### src/rtl/cam_box_tx.sv
// rtl/cam_box_tx.sv - crops a BOX_DIM x BOX_DIM window out of a raster camera stream
// Optional build macro CAM_BOX_INVERT_EN: forwarded pixels are inverted (255 - cam_pixel).
module cam_box_tx #(
  parameter int H_RES   = 640,
  parameter int V_RES   = 480,
  parameter int BOX_X0  = 275,
  parameter int BOX_Y0  = 195,
  parameter int BOX_DIM = 90
) (
  input  logic       clk,
  input  logic       rst,
  input  logic [7:0] cam_pixel,
  input  logic       cam_pixel_valid,
  input  logic       cam_sof,
  output logic [7:0] raw_pixel,
  output logic       raw_pixel_valid,
  output logic       EOF,
  output logic       frame_err
);

  localparam logic [9:0] X_LAST = 10'(H_RES - 1);
  localparam logic [9:0] X_LO   = 10'(BOX_X0);
  localparam logic [9:0] X_HI   = 10'(BOX_X0 + BOX_DIM - 1);
  localparam logic [8:0] Y_LAST = 9'(V_RES - 1);
  localparam logic [8:0] Y_LO   = 9'(BOX_Y0);
  localparam logic [8:0] Y_HI   = 9'(BOX_Y0 + BOX_DIM - 1);

  if (BOX_X0 + BOX_DIM > H_RES || BOX_Y0 + BOX_DIM > V_RES) begin : g_bad_box
    $error("cam_box_tx: crop box does not fit inside the camera frame");
  end

  typedef enum logic {WAIT_SOF, ACTIVE} state_t;

  state_t     state, state_nxt;
  logic [9:0] x, x_nxt, cur_x;
  logic [8:0] y, y_nxt, cur_y;
  logic       take, in_box, last;
  logic [7:0] pix_fwd, raw_pixel_nxt;
  logic       raw_valid_nxt, eof_nxt, err_nxt;

`ifdef CAM_BOX_INVERT_EN
  assign pix_fwd = 8'd255 - cam_pixel;
`else
  assign pix_fwd = cam_pixel;
`endif

  always_comb begin
    state_nxt     = state;
    x_nxt         = x;
    y_nxt         = y;
    cur_x         = x;
    cur_y         = y;
    take          = 1'b0;
    in_box        = 1'b0;
    last          = 1'b0;
    raw_pixel_nxt = raw_pixel;
    raw_valid_nxt = 1'b0;
    eof_nxt       = 1'b0;
    err_nxt       = 1'b0;

    // A sof pixel is always (0,0); if a frame was already running it is a resync.
    if (cam_pixel_valid) begin
      if (cam_sof) begin
        take      = 1'b1;
        cur_x     = 10'd0;
        cur_y     = 9'd0;
        err_nxt   = (state == ACTIVE);
        state_nxt = ACTIVE;
      end else if (state == ACTIVE) begin
        take = 1'b1;
      end
    end

    if (take) begin
      in_box = (cur_x >= X_LO) && (cur_x <= X_HI) && (cur_y >= Y_LO) && (cur_y <= Y_HI);
      last   = (cur_x == X_LAST) && (cur_y == Y_LAST);
      if (in_box) begin
        raw_valid_nxt = 1'b1;
        raw_pixel_nxt = pix_fwd;
      end
      if (last && !cam_sof) begin
        eof_nxt   = 1'b1;
        state_nxt = WAIT_SOF;
        x_nxt     = 10'd0;
        y_nxt     = 9'd0;
      end else if (cur_x == X_LAST) begin
        x_nxt = 10'd0;
        y_nxt = cur_y + 9'd1;
      end else begin
        x_nxt = cur_x + 10'd1;
        y_nxt = cur_y;
      end
    end
  end

  always_ff @(posedge clk or negedge rst) begin
    if (!rst) begin
      state           <= WAIT_SOF;
      x               <= 10'd0;
      y               <= 9'd0;
      raw_pixel       <= 8'd0;
      raw_pixel_valid <= 1'b0;
      EOF             <= 1'b0;
      frame_err       <= 1'b0;
    end else begin
      state           <= state_nxt;
      x               <= x_nxt;
      y               <= y_nxt;
      raw_pixel       <= raw_pixel_nxt;
      raw_pixel_valid <= raw_valid_nxt;
      EOF             <= eof_nxt;
      frame_err       <= err_nxt;
    end
  end

endmodule
### config.mk
export PLATFORM = sky130hd
export DESIGN_NAME = cam_box_tx
export DESIGN_NICKNAME = d
export VERILOG_FILES = /design/src/rtl/cam_box_tx.sv
export SDC_FILE = /design/constraint.sdc
export NUM_CORES = 1
export LEC_CHECK = 0
export BUFFER_PORTS_ARGS = -buffer_cell sky130_fd_sc_hd__clkbuf_2
export CAP_MARGIN = 20
export CORE_ASPECT_RATIO = 0.7
export CORE_MARGIN = 3
export CORE_UTILIZATION = 33
export CTS_CLUSTER_SIZE = 16
export DETAILED_ROUTE_END_ITERATION = 8
export SYNTH_ARGS = -nofsm -noshare
export SYNTH_HDL_FRONTEND = slang
export SYNTH_SLANG_ARGS = --single-unit
### constraint.sdc
create_clock -name clk -period 2.5 [get_ports clk]
set_clock_uncertainty 0.15 [all_clocks]
set_input_delay 0.25 -clock clk [delete_from_list [all_inputs] [get_ports clk]]
set_output_delay 0.25 -clock clk [all_outputs]
set_load 0.02 [all_outputs]
==> results of run 1 <==
-- metrics by stage --
stage	instance area (um^2)	util [%]	setup TNS, ps	total power, W
global route	2160	44.5	0	0.00112
floorplan	1790	-	-377	0.000627
finish	2160	44.5	0	0.00107
global placement	2060	42.3	-366	0.000673
CTS	2150	44.3	0	0.00108
detailed placement	2060	42.3	-616	0.000674
-- placed cells by master, fill, tap and decap left out, types with 3 or more instances in the layout --
master | Yosys | routed
mux2_4 | 0 | 8
o211ai_1 | 5 | 5
buf_4 | 1 | 19
a21oi_1 | 7 | 7
clkbuf_2 | 0 | 22
a31oi_1 | 5 | 5
nor2_1 | 11 | 10
dfrtp_1 | 31 | 31
nor4_1 | 3 | 3
clkbuf_8 | 0 | 6
nand3_1 | 15 | 15
o31ai_1 | 3 | 3
nand2_1 | 22 | 22
inv_1 | 9 | 9
o21ai_0 | 14 | 14
or4_1 | 5 | 4
ha_1 | 4 | 3
-- sequential cells by signal, summed over array words and instances (netlist names) --
register	cells
state	1
y	9
frame_err	1
x	10
EOF	1
raw_pixel	8
raw_pixel_valid	1
-- final timing paths --
path	cells after the start	slack [ps]	start	to
max	8	110	y[0]	raw_pixel[0]
min	2	40	cam_pixel[4]	raw_pixel[4]
max reg2reg	8	110	y[0]	raw_pixel[0]
min reg2reg	2	350	x[1]	x[1]
max in group asynchronous	2	1280	rst	x[7]
min in group asynchronous	2	430	rst	raw_pixel_valid
-- layer usage --
| metal | part of all wire [%] | vias up | global-route usage, % |
|---|---|---|---|
| met5 | 0 | - | 0 |
| met4 | 1.3 | 0 | 4.51 |
| met3 | 4.5 | 5 | 4.21 |
| met2 | 39 | 28 | 20.0 |
| met1 | 55 | 708 | 23.7 |
| li1 | - | 748 | - |
-- synthesized netlist by cell type, drive strengths merged (3+ instances only) --
cell    instances
nor2           11
o21ai          15
o31ai           3
inv             9
a21oi           7
ha              4
a31oi           5
clkbuf          5
mux2            8
nand3          15
nand2          22
o211ai          5
nor4            5
buf             4
or4             5
dfrtp          31
-- cell type report --
cell class	count	share of cell area (%)
clock buffers	6	3.82
clock inverters	1	0.231
inverters	9	1.56
multi-input cells	132	42.4
flip-flops and latches	31	35.9
well taps	69	3.99
repair buffers	42	12.2
-- worst register-to-register path: stages, from the launching register on --
cell and delay [ps]:
dfrtp_1 370, nand2_1 110, inv_1 90, ha_4 160
or4_4 480, a2111oi_4 280, nor3_1 100, o211a_4 210
mux2_4 320
-- logic make-up (layout without fill, tap and decap cells) --
family / count (synthesis) / count (layout) / synth area share (%)
flip-flops: 31 / 31 / 46.0
AO/OA/AOI/OAI: 45 / 45 / 17.4
adder cells (fa/ha/maj): 4 / 4 / 2.97
AND/OR/NAND/NOR: 75 / 75 / 23.8
multiplexers: 8 / 8 / 5.35
buffers and inverters: 18 / 58 / 4.45
-- power by group --
group,internal (W),switching (W),total [W]
clock,0.000216,0.000190,0.000406
sequential,0.000522,0.0000286,0.000550
combinational,0.0000488,0.0000667,0.000116
total,0.000786,0.000285,0.00107
-- timing repair --
action | 4_1_cts | 5_1_grt
endpoints found under the setup margin | 5 | 8
endpoints found under the hold margin | 31 | 0
gates resized for setup | 1 | 1
hold buffers | 1 | 0
==> key figures, run 1 <==
Setup path
  • Worst EP arrival: ~2400 ps
  • WP data required: 2520 ps
  • Worst path slowest cell: or4_4
  • Critical Path Max Stage Delay: 480 ps
  • Worst path top cell family by delay: simple AND/OR/NAND/NOR gates
  • Critical Path Sink Type: flip-flop
  • CP Buf/Inv Count: 1
  • Crit start category: flip-flop
  • Crit-path cells: nand2_1 > inv_1 > ha_4 > or4_4 > a2111oi_4 > nor3_1 > o211a_4 > mux2_4
  • Critical path type: flip-flop to flip-flop
  • Max FO, Critical Path: 9

Final layout
  • # diodes: 0
  • FF+latch area: 776 um^2
  • Final Non-Filler Cells: 290
  • Area of the multi-input gates: approximately 900 um^2
  • Nets: between 200 and 250
  • Fill count: roughly 470
  • Fraction of layout cells with a size suffix above 1: 29.9%
  • P&R area growth vs syn: 28.3%

Floorplanning
  • Full die area: 6010 um^2
  • # IOs: 23
  • DIE WIDTH: between 90 and 100 um
  • Die extent in y: roughly 66 um
  • Initial Utilization: between 30% and 40%
  • FP Rows: 21
  • Core area: 4860 um^2

Clock tree
  • Clk sink count: 31
  • H-tree depth: 2
  • Latest clock arrival within the worst-skew pair: just under 300 ps
  • Clk buf depth: 2
  • CTS Buf Count: 5
  • Setup bufs post-CTS: 0
  • CTS tree: built
  • Root buffer cell: clkbuf_8
  • CTS clock-pin slew for the worst setup and hold paths: roughly 60 ps

Synthesis
  • Number of synthesized flops with an enable pin: 0
  • Main synth FF type: dfrtp_1
  • Mapped Area: between 1500 and 2000 um^2
  • Synth Register Bits: 31
  • Netlist cell types: 39
  • Seq/Total Area, Yosys: between 40% and 50%
  • Synth Warn #: 0
  • Syn_area_per_cell: 9.31 um^2
  • Post-synth top area share: ~46%
  • Area leader, netlist: dfrtp_1
  • Syn Inst Count: around 180
  • Synth async-reset ratio: between 90% and 100%
  • Syn nets: 197
  • Dominant cells by area after synthesis: dfrtp_1 (46%), mux2_1 (5.3%), nand2_1 (4.9%)

Place
  • Setup WS pre-CTS: -87.0 ps
  • Routability congestion estimate: 0.843
  • PortBufs: 22
  • Dpl hpwl: about 3.1 mm
  • Cell total after placement: roughly 280

Timing
  • Final worst slack: between 100 and 150 ps
  • Final Max Slew Viols: 0
  • RSZ-0062 raised after global routing: no
  • Final setup vio count: 0
  • Tmin final: about 2400 ps
  • Slew @ Worst Pin: between 700 and 800 ps
  • Hold Slack: between 40 and 50 ps
  • Final Hold Vio Count: 0
  • Period utilization: 95.4%
  • Fmax: between 400 and 500 MHz
  • Worst slew margin: between 40% and 50%

GRT
  • Vias in the first global route: between 1000 and 1500
  • Initial antenna violation count: 0
  • Largest net degree at the start of global routing: 32
  • Global-route wire length before repair: 7.07 mm
  • Gr ovfl total: 0
  • GRT Overall Usage: 15.3%

Power
  • Leakage: ~0.99 nW
  • Power Density: 496 nW/um^2
  • Worst VDD drop: 0.000195 V

Drt
  • Drt initial violations: 90
  • Number of routed nets with antenna violations: 0
  • Vias per inst: a little over 5
  • Total Routed Length: slightly above 4 mm
  • Vias: 1489
  • DRC: 0
  • WL per Instance: ~14 um
  • Router iterations before antenna repair: 4

Run status
  • Status: finished, final reports clean

Flow run
  • Max-cap violations: 0

Hold path
  • HP Class: input pin to flip-flop
Note: power is estimated with default switching activity, not from simulation.
==> inputs of run 2 (changes only) <==
Settings changed: CORE_MARGIN 3 to 5.
==> key figures, run 2 (same netlist as run 1, synthesis figures left out) <==
Final layout
  • P&R area growth vs syn: 31.4%
  • # diodes: 0
  • Finished Cell Area: around 2200 um^2
  • Nets: between 200 and 250
  • Commonest non-fill, non-tap cell in the layout: dfrtp_1
  • Fraction of layout cells with a size suffix above 1: about 31%
  • Largest Register: x
  • Largest registers: x: 10 flops, y: 9 flops, raw_pixel: 8 flops
  • Core Util, Final: 45.6%
  • Commonest non-fill, non-tap cells in the layout: dfrtp_1 (31), nand2_1 (22), clkbuf_2 (22), buf_4 (22), nand3_1 (15)
  • Largest register FFs: 10
  • Final Non-Filler Cells: a little under 300

Clock tree
  • Clk sink count: 31
  • CTS tree: built
  • Clk buf depth: 2
  • Root buffer cell: clkbuf_8
  • Latest clock arrival within the worst-skew pair: 290 ps
  • H-tree depth: 2
  • CTS Buf Count: 5
  • CTS clock-pin slew for the worst setup and hold paths: 70 ps

Power
  • Flop pwr share: 46.6%
  • Leakage: 1.02 nW
  • Logic pwr share: 9.1%
  • Clock share of power: 44.3%
  • Worst VDD drop: 0.000222 V
  • Power Density: between 500 and 600 nW/um^2
  • Int Pwr: 0.000887 W
  • Switching pwr: roughly 0.0003 W
  • Switching part of the total power: approximately a quarter

Timing
  • Tmin final: between 2000 and 2500 ps
  • Worst slew margin: a little under half
  • Final Hold Vio Count: 0
  • Final setup vio count: 0
  • Fmax: 416 MHz
  • Slew @ Worst Pin: a little under 800 ps
  • RSZ-0062 raised after global routing: no
  • Period utilization: a little over nine tenths
  • Final Max Slew Viols: 0
  • Final worst slack: roughly 97 ps

GRT
  • Initial antenna violation count: 0
  • Vias in the first global route: 1489
  • Gr ovfl total: 0
  • GRT Overall Usage: 14.3%
  • Global-route wire length before repair: roughly 7.4 mm
  • Largest net degree at the start of global routing: 32

Floorplanning
  • Initial Utilization: a little over a third
  • Core area: a little under 5000 um^2
  • Die extent in y: about 70 um
  • # IOs: 23
  • FP Rows: 21
  • Full die area: between 6000 and 7000 um^2
  • DIE WIDTH: roughly 95 um

Place
  • Routability congestion estimate: around 0.92
  • Setup WS pre-CTS: -64.7 ps
  • Cell total after placement: 282
  • Dpl hpwl: about 3.2 mm
  • PortBufs: 22
  • Post-DP Area: 2060 um^2

Setup path
  • Critical path type: flip-flop to flip-flop
  • R2R cell count: 8
  • Max FO, Critical Path: 9
  • Worst EP arrival: 2430 ps
  • R2R Setup Slk: roughly 97 ps
  • Reg-to-reg endpoint: raw_pixel[6]
  • Crit start category: flip-flop
  • WP data required: approximately 2500 ps
  • Worst R2R Start: y[1]
  • Critical Path Sink Type: flip-flop

Hold path
  • Worst hold stages: 2
  • HP Start: cam_pixel[0]
  • HP Class: input pin to flip-flop
  • Hold-critical path endpoint: raw_pixel[0]

Drt
  • Number of routed nets with antenna violations: 0
  • DRC: 0
  • Vias per inst: approximately 5.2
  • Total Routed Length: ~4.4 mm
  • Drt initial violations: 132
  • Router iterations before antenna repair: 4
  • WL per Instance: ~15 um
  • Vias: ~1500

Run status
  • Status: finished, final reports clean

Flow run
  • Max-cap violations: 0
run 2: cell types whose count changed in the layout (fill, tap and decap cells not counted):
cell,delta
buf_4,+3
bufinv_16,+1
run 2: final cells by class:
| cell class | count | area, um^2 |
|---|---|---|
| timing repair buffer | 45 | 285 |
| sequential | 31 | 776 |
| tap | 69 | 86.3 |
| fill | 455 | 2650 |
| clock inverter | 2 | 35.0 |
| multi-input combinational | 132 | 916 |
| inverter | 9 | 33.8 |
| clock buffer | 6 | 82.6 |
run 2: power by group through the flow:
stage	combinational (W)	sequential, W	clock, W
final	0.000108	0.000554	0.000526
after detailed placement	0.000107	0.000561	0
after floorplan	0.0000853	0.000542	0
after global placement	0.000106	0.000559	0
after global routing	0.000125	0.000556	0.000562
after CTS	0.000109	0.000552	0.000531
run 2: stage by stage:
step	total power, W	hold slack, ps	TNS [ps]
2_1_floorplan	0.000627	-196	-377
3_3_place_gp	0.000665	223	-203
3_5_place_dp	0.000668	228	-454
4_1_cts	0.00119	33.0	0
5_1_grt	0.00124	31.0	0
6_report	0.00119	37.2	0
run 2: repair_timing:
| action | in CTS | in global routing |
|---|---|---|
| gates resized for setup | 1 | 1 |
| setup buffers | 0 | 3 |
| hold buffers | 1 | 0 |
| hold endpoints to repair | 31 | 0 |
| endpoints found under the setup margin | 8 | 2 |
run 2: worst max-delay path by stage:
stage                         start           end  cells after the start
global placement            cam_sof  raw_pixel[1]                     10
CTS                            y[1]  raw_pixel[6]                      8
finish                         y[1]  raw_pixel[6]                      8
floorplan           cam_pixel_valid  raw_pixel[0]                     11
detailed placement          cam_sof  raw_pixel[6]                     10
global route                   y[1]  raw_pixel[6]                      8
run 2: layer usage:
metal	vias up	track usage (%)	wire, um
li1	749	-	-
met1	734	21.1	2250
met2	49	18.9	1870
met3	6	4.23	240
met4	0	6.31	46
met5	-	0	0
run 2: worst max-delay path, cell delays in order, from the launching register on:
cell and delay [ps]:
dfrtp_1 370, inv_1 130, nor2_4 70, ha_4 160, or4_4 480, a2111oi_4 290
nor3_1 110, o211a_4 210, mux2_4 320
==> inputs of run 3 (changes only) <==
Settings changed: ABC_AREA set to 1.
==> key figures, run 3 <==
Power
  • Flop pwr share: ~47%
  • Power Density: approximately 480 nW/um^2
  • Clock share of power: about a third
  • Int Pwr: 0.000820 W
  • Switching pwr: 0.000367 W
  • Switching part of the total power: a little under a third
  • Total power draw: approximately 0.0012 W
  • Leakage: about 1.3 nW
  • Worst VDD drop: approximately 0.00022 V
  • Logic pwr share: between 10% and 20%

Final layout
  • Fraction of layout cells with a size suffix above 1: 23.4%
  • P&R area growth vs syn: 12.7%
  • Largest register FFs: 10
  • Area of the multi-input gates: ~1200 um^2
  • FF+latch area: 776 um^2
  • # diodes: 0
  • Finished Cell Area: around 2500 um^2
  • Core Util, Final: about 38%
  • Commonest non-fill, non-tap cells in the layout: nand2_1 (99), inv_1 (35), dfrtp_1 (31)
  • Commonest non-fill, non-tap cell in the layout: nand2_1
  • Nets: roughly 340
  • Largest registers: x: 10 flops, y: 9 flops, raw_pixel: 8 flops
  • Fill count: ~720
  • Largest Register: x

Synthesis
  • Main synth FF type: dfrtp_1
  • Netlist cell types: 34
  • Area leader, netlist: dfrtp_1
  • Mapped Area: 2210 um^2
  • Synth Register Bits: 31
  • Syn Inst Count: around 300
  • Syn_area_per_cell: between 7 and 8 um^2
  • Number of synthesized flops with an enable pin: 0
  • Syn nets: between 300 and 400
  • Synth cell count leaders: nand2_1 (99), inv_1 (35), dfrtp_1 (31)
  • Post-synth top area share: 35.1%
  • Seq/Total Area, Yosys: a little over a third
  • Dominant cells by area after synthesis: dfrtp_1 (35%), nand2_1 (17%), inv_1 (5.9%)
  • Dominant cell by count in the synthesized netlist: nand2_1
  • Synth Warn #: 0
  • Synth async-reset ratio: 100%

Place
  • Post-DP Area: ~2400 um^2
  • Routability congestion estimate: approximately 0.89
  • PortBufs: 22
  • Dpl hpwl: around 4.0 mm

GRT
  • Initial antenna violation count: 0
  • GRT Overall Usage: approximately an eighth
  • Global-route wire length before repair: a little under 9 mm
  • Largest net degree at the start of global routing: 32
  • Gr ovfl total: 0
  • Vias in the first global route: 1740

Timing
  • Final Max Slew Viols: 0
  • Period utilization: approximately 80%
  • Fmax: around 500 MHz
  • Tmin final: slightly below 2000 ps
  • Worst slew margin: between 40% and 50%
  • Final Hold Vio Count: 0
  • RSZ-0062 raised after global routing: no
  • Slew @ Worst Pin: 812 ps
  • Final setup vio count: 0
  • Setup TNS: 0 ps

Setup path
  • Worst EP arrival: around 2000 ps
  • R2R Setup Slk: approximately 540 ps
  • Critical Path Sink Type: flip-flop
  • Critical path type: flip-flop to flip-flop
  • Crit start category: flip-flop
  • Max FO, Critical Path: 9
  • WP data required: roughly 2600 ps

Flow run
  • Max-cap violations: 0

Clock tree
  • CTS Buf Count: 5
  • H-tree depth: 2
  • CTS resizes: 0
  • Setup bufs post-CTS: 0
  • CTS clock-pin slew for the worst setup and hold paths: about 70 ps
  • Clk sink count: 31
  • CTS tree: built
  • Clk buf depth: 2
  • CTS Hold Buffers Added: 1
  • Latest clock arrival within the worst-skew pair: about 280 ps
  • Root buffer cell: clkbuf_8

Floorplanning
  • # IOs: 23
  • DIE WIDTH: 108 um
  • Core area: 6630 um^2
  • Die extent in y: about 78 um
  • FP Rows: 25
  • Full die area: between 8000 and 9000 um^2
  • Initial Utilization: between 30% and 40%

Drt
  • Vias: 1907
  • Router iterations before antenna repair: 4
  • Drt initial violations: 115
  • Vias per inst: roughly 4.6
  • Total Routed Length: between 5 and 6 mm
  • DRC: 0
  • WL per Instance: around 13 um
  • Number of routed nets with antenna violations: 0

Hold path
  • HP Class: input pin to flip-flop

Run status
  • Status: finished, final reports clean
[run 3: area by class of cell]
type | instances | area share, %
multi-input combinational | 218 | 49.1
sequential | 31 | 31.2
inverter | 39 | 6.08
timing repair buffer | 25 | 5.43
tap | 94 | 4.72
clock buffer | 6 | 3.32
clock inverter | 1 | 0.201
[run 3: final timing paths]
kind | from | endpoint | cells after the start
max in group asynchronous | rst | y[8] | 2
max reg2reg | x[1] | raw_pixel[4] | 11
min reg2reg | raw_pixel[5] | raw_pixel[5] | 2
min | cam_pixel_valid | state | 2
min in group asynchronous | rst | raw_pixel[0] | 2
max | x[1] | raw_pixel[4] | 11
[run 3: critical path, cell delays in order (launching register included)]
cell     delay [ps]
dfrtp_1         330
inv_1            70
nor2_1          150
inv_1            60
ha_1            190
nor2_1           90
nand2_1          60
a21oi_1         400
nor2_8          110
nand3_4         150
nand2_1          70
nand2_1          60
[run 3: through the flow]
step	setup WS, ps	hold slack [ps]	std cells
final	540	40.1	414
after global routing	371	59.5	414
after CTS	554	29.5	414
after detailed placement	315	244	406
after global placement	336	240	406
after floorplan	580	-196	293
[run 3: layer usage]
metal  vias up  global-route usage, %  share of wire [%]
met1       863                   21.0                 54
met2        65                   17.5                 37
met4         0                   2.65               0.44
li1        977                      -                  -
met3         2                   3.53                8.8
met5         -                      0                  0
[run 3: cell families after synthesis]
group                    synth area share (%)
buffers and inverters                    9.52
XOR/XNOR                                 3.57
AO/OA/AOI/OAI                            6.46
adder cells (fa/ha/maj)                  2.27
AND/OR/NAND/NOR                          43.1
flip-flops                               35.1
[run 3: power by group through the flow]
stage | Combinational [W] | Sequential (W) | Clock [W]
3_3_place_gp | 0.000212 | 0.000569 | 0
6_report | 0.000214 | 0.000561 | 0.000412
5_1_grt | 0.000243 | 0.000564 | 0.000455
4_1_cts | 0.000213 | 0.000560 | 0.000428
3_5_place_dp | 0.000210 | 0.000570 | 0
2_1_floorplan | 0.000156 | 0.000566 | 0
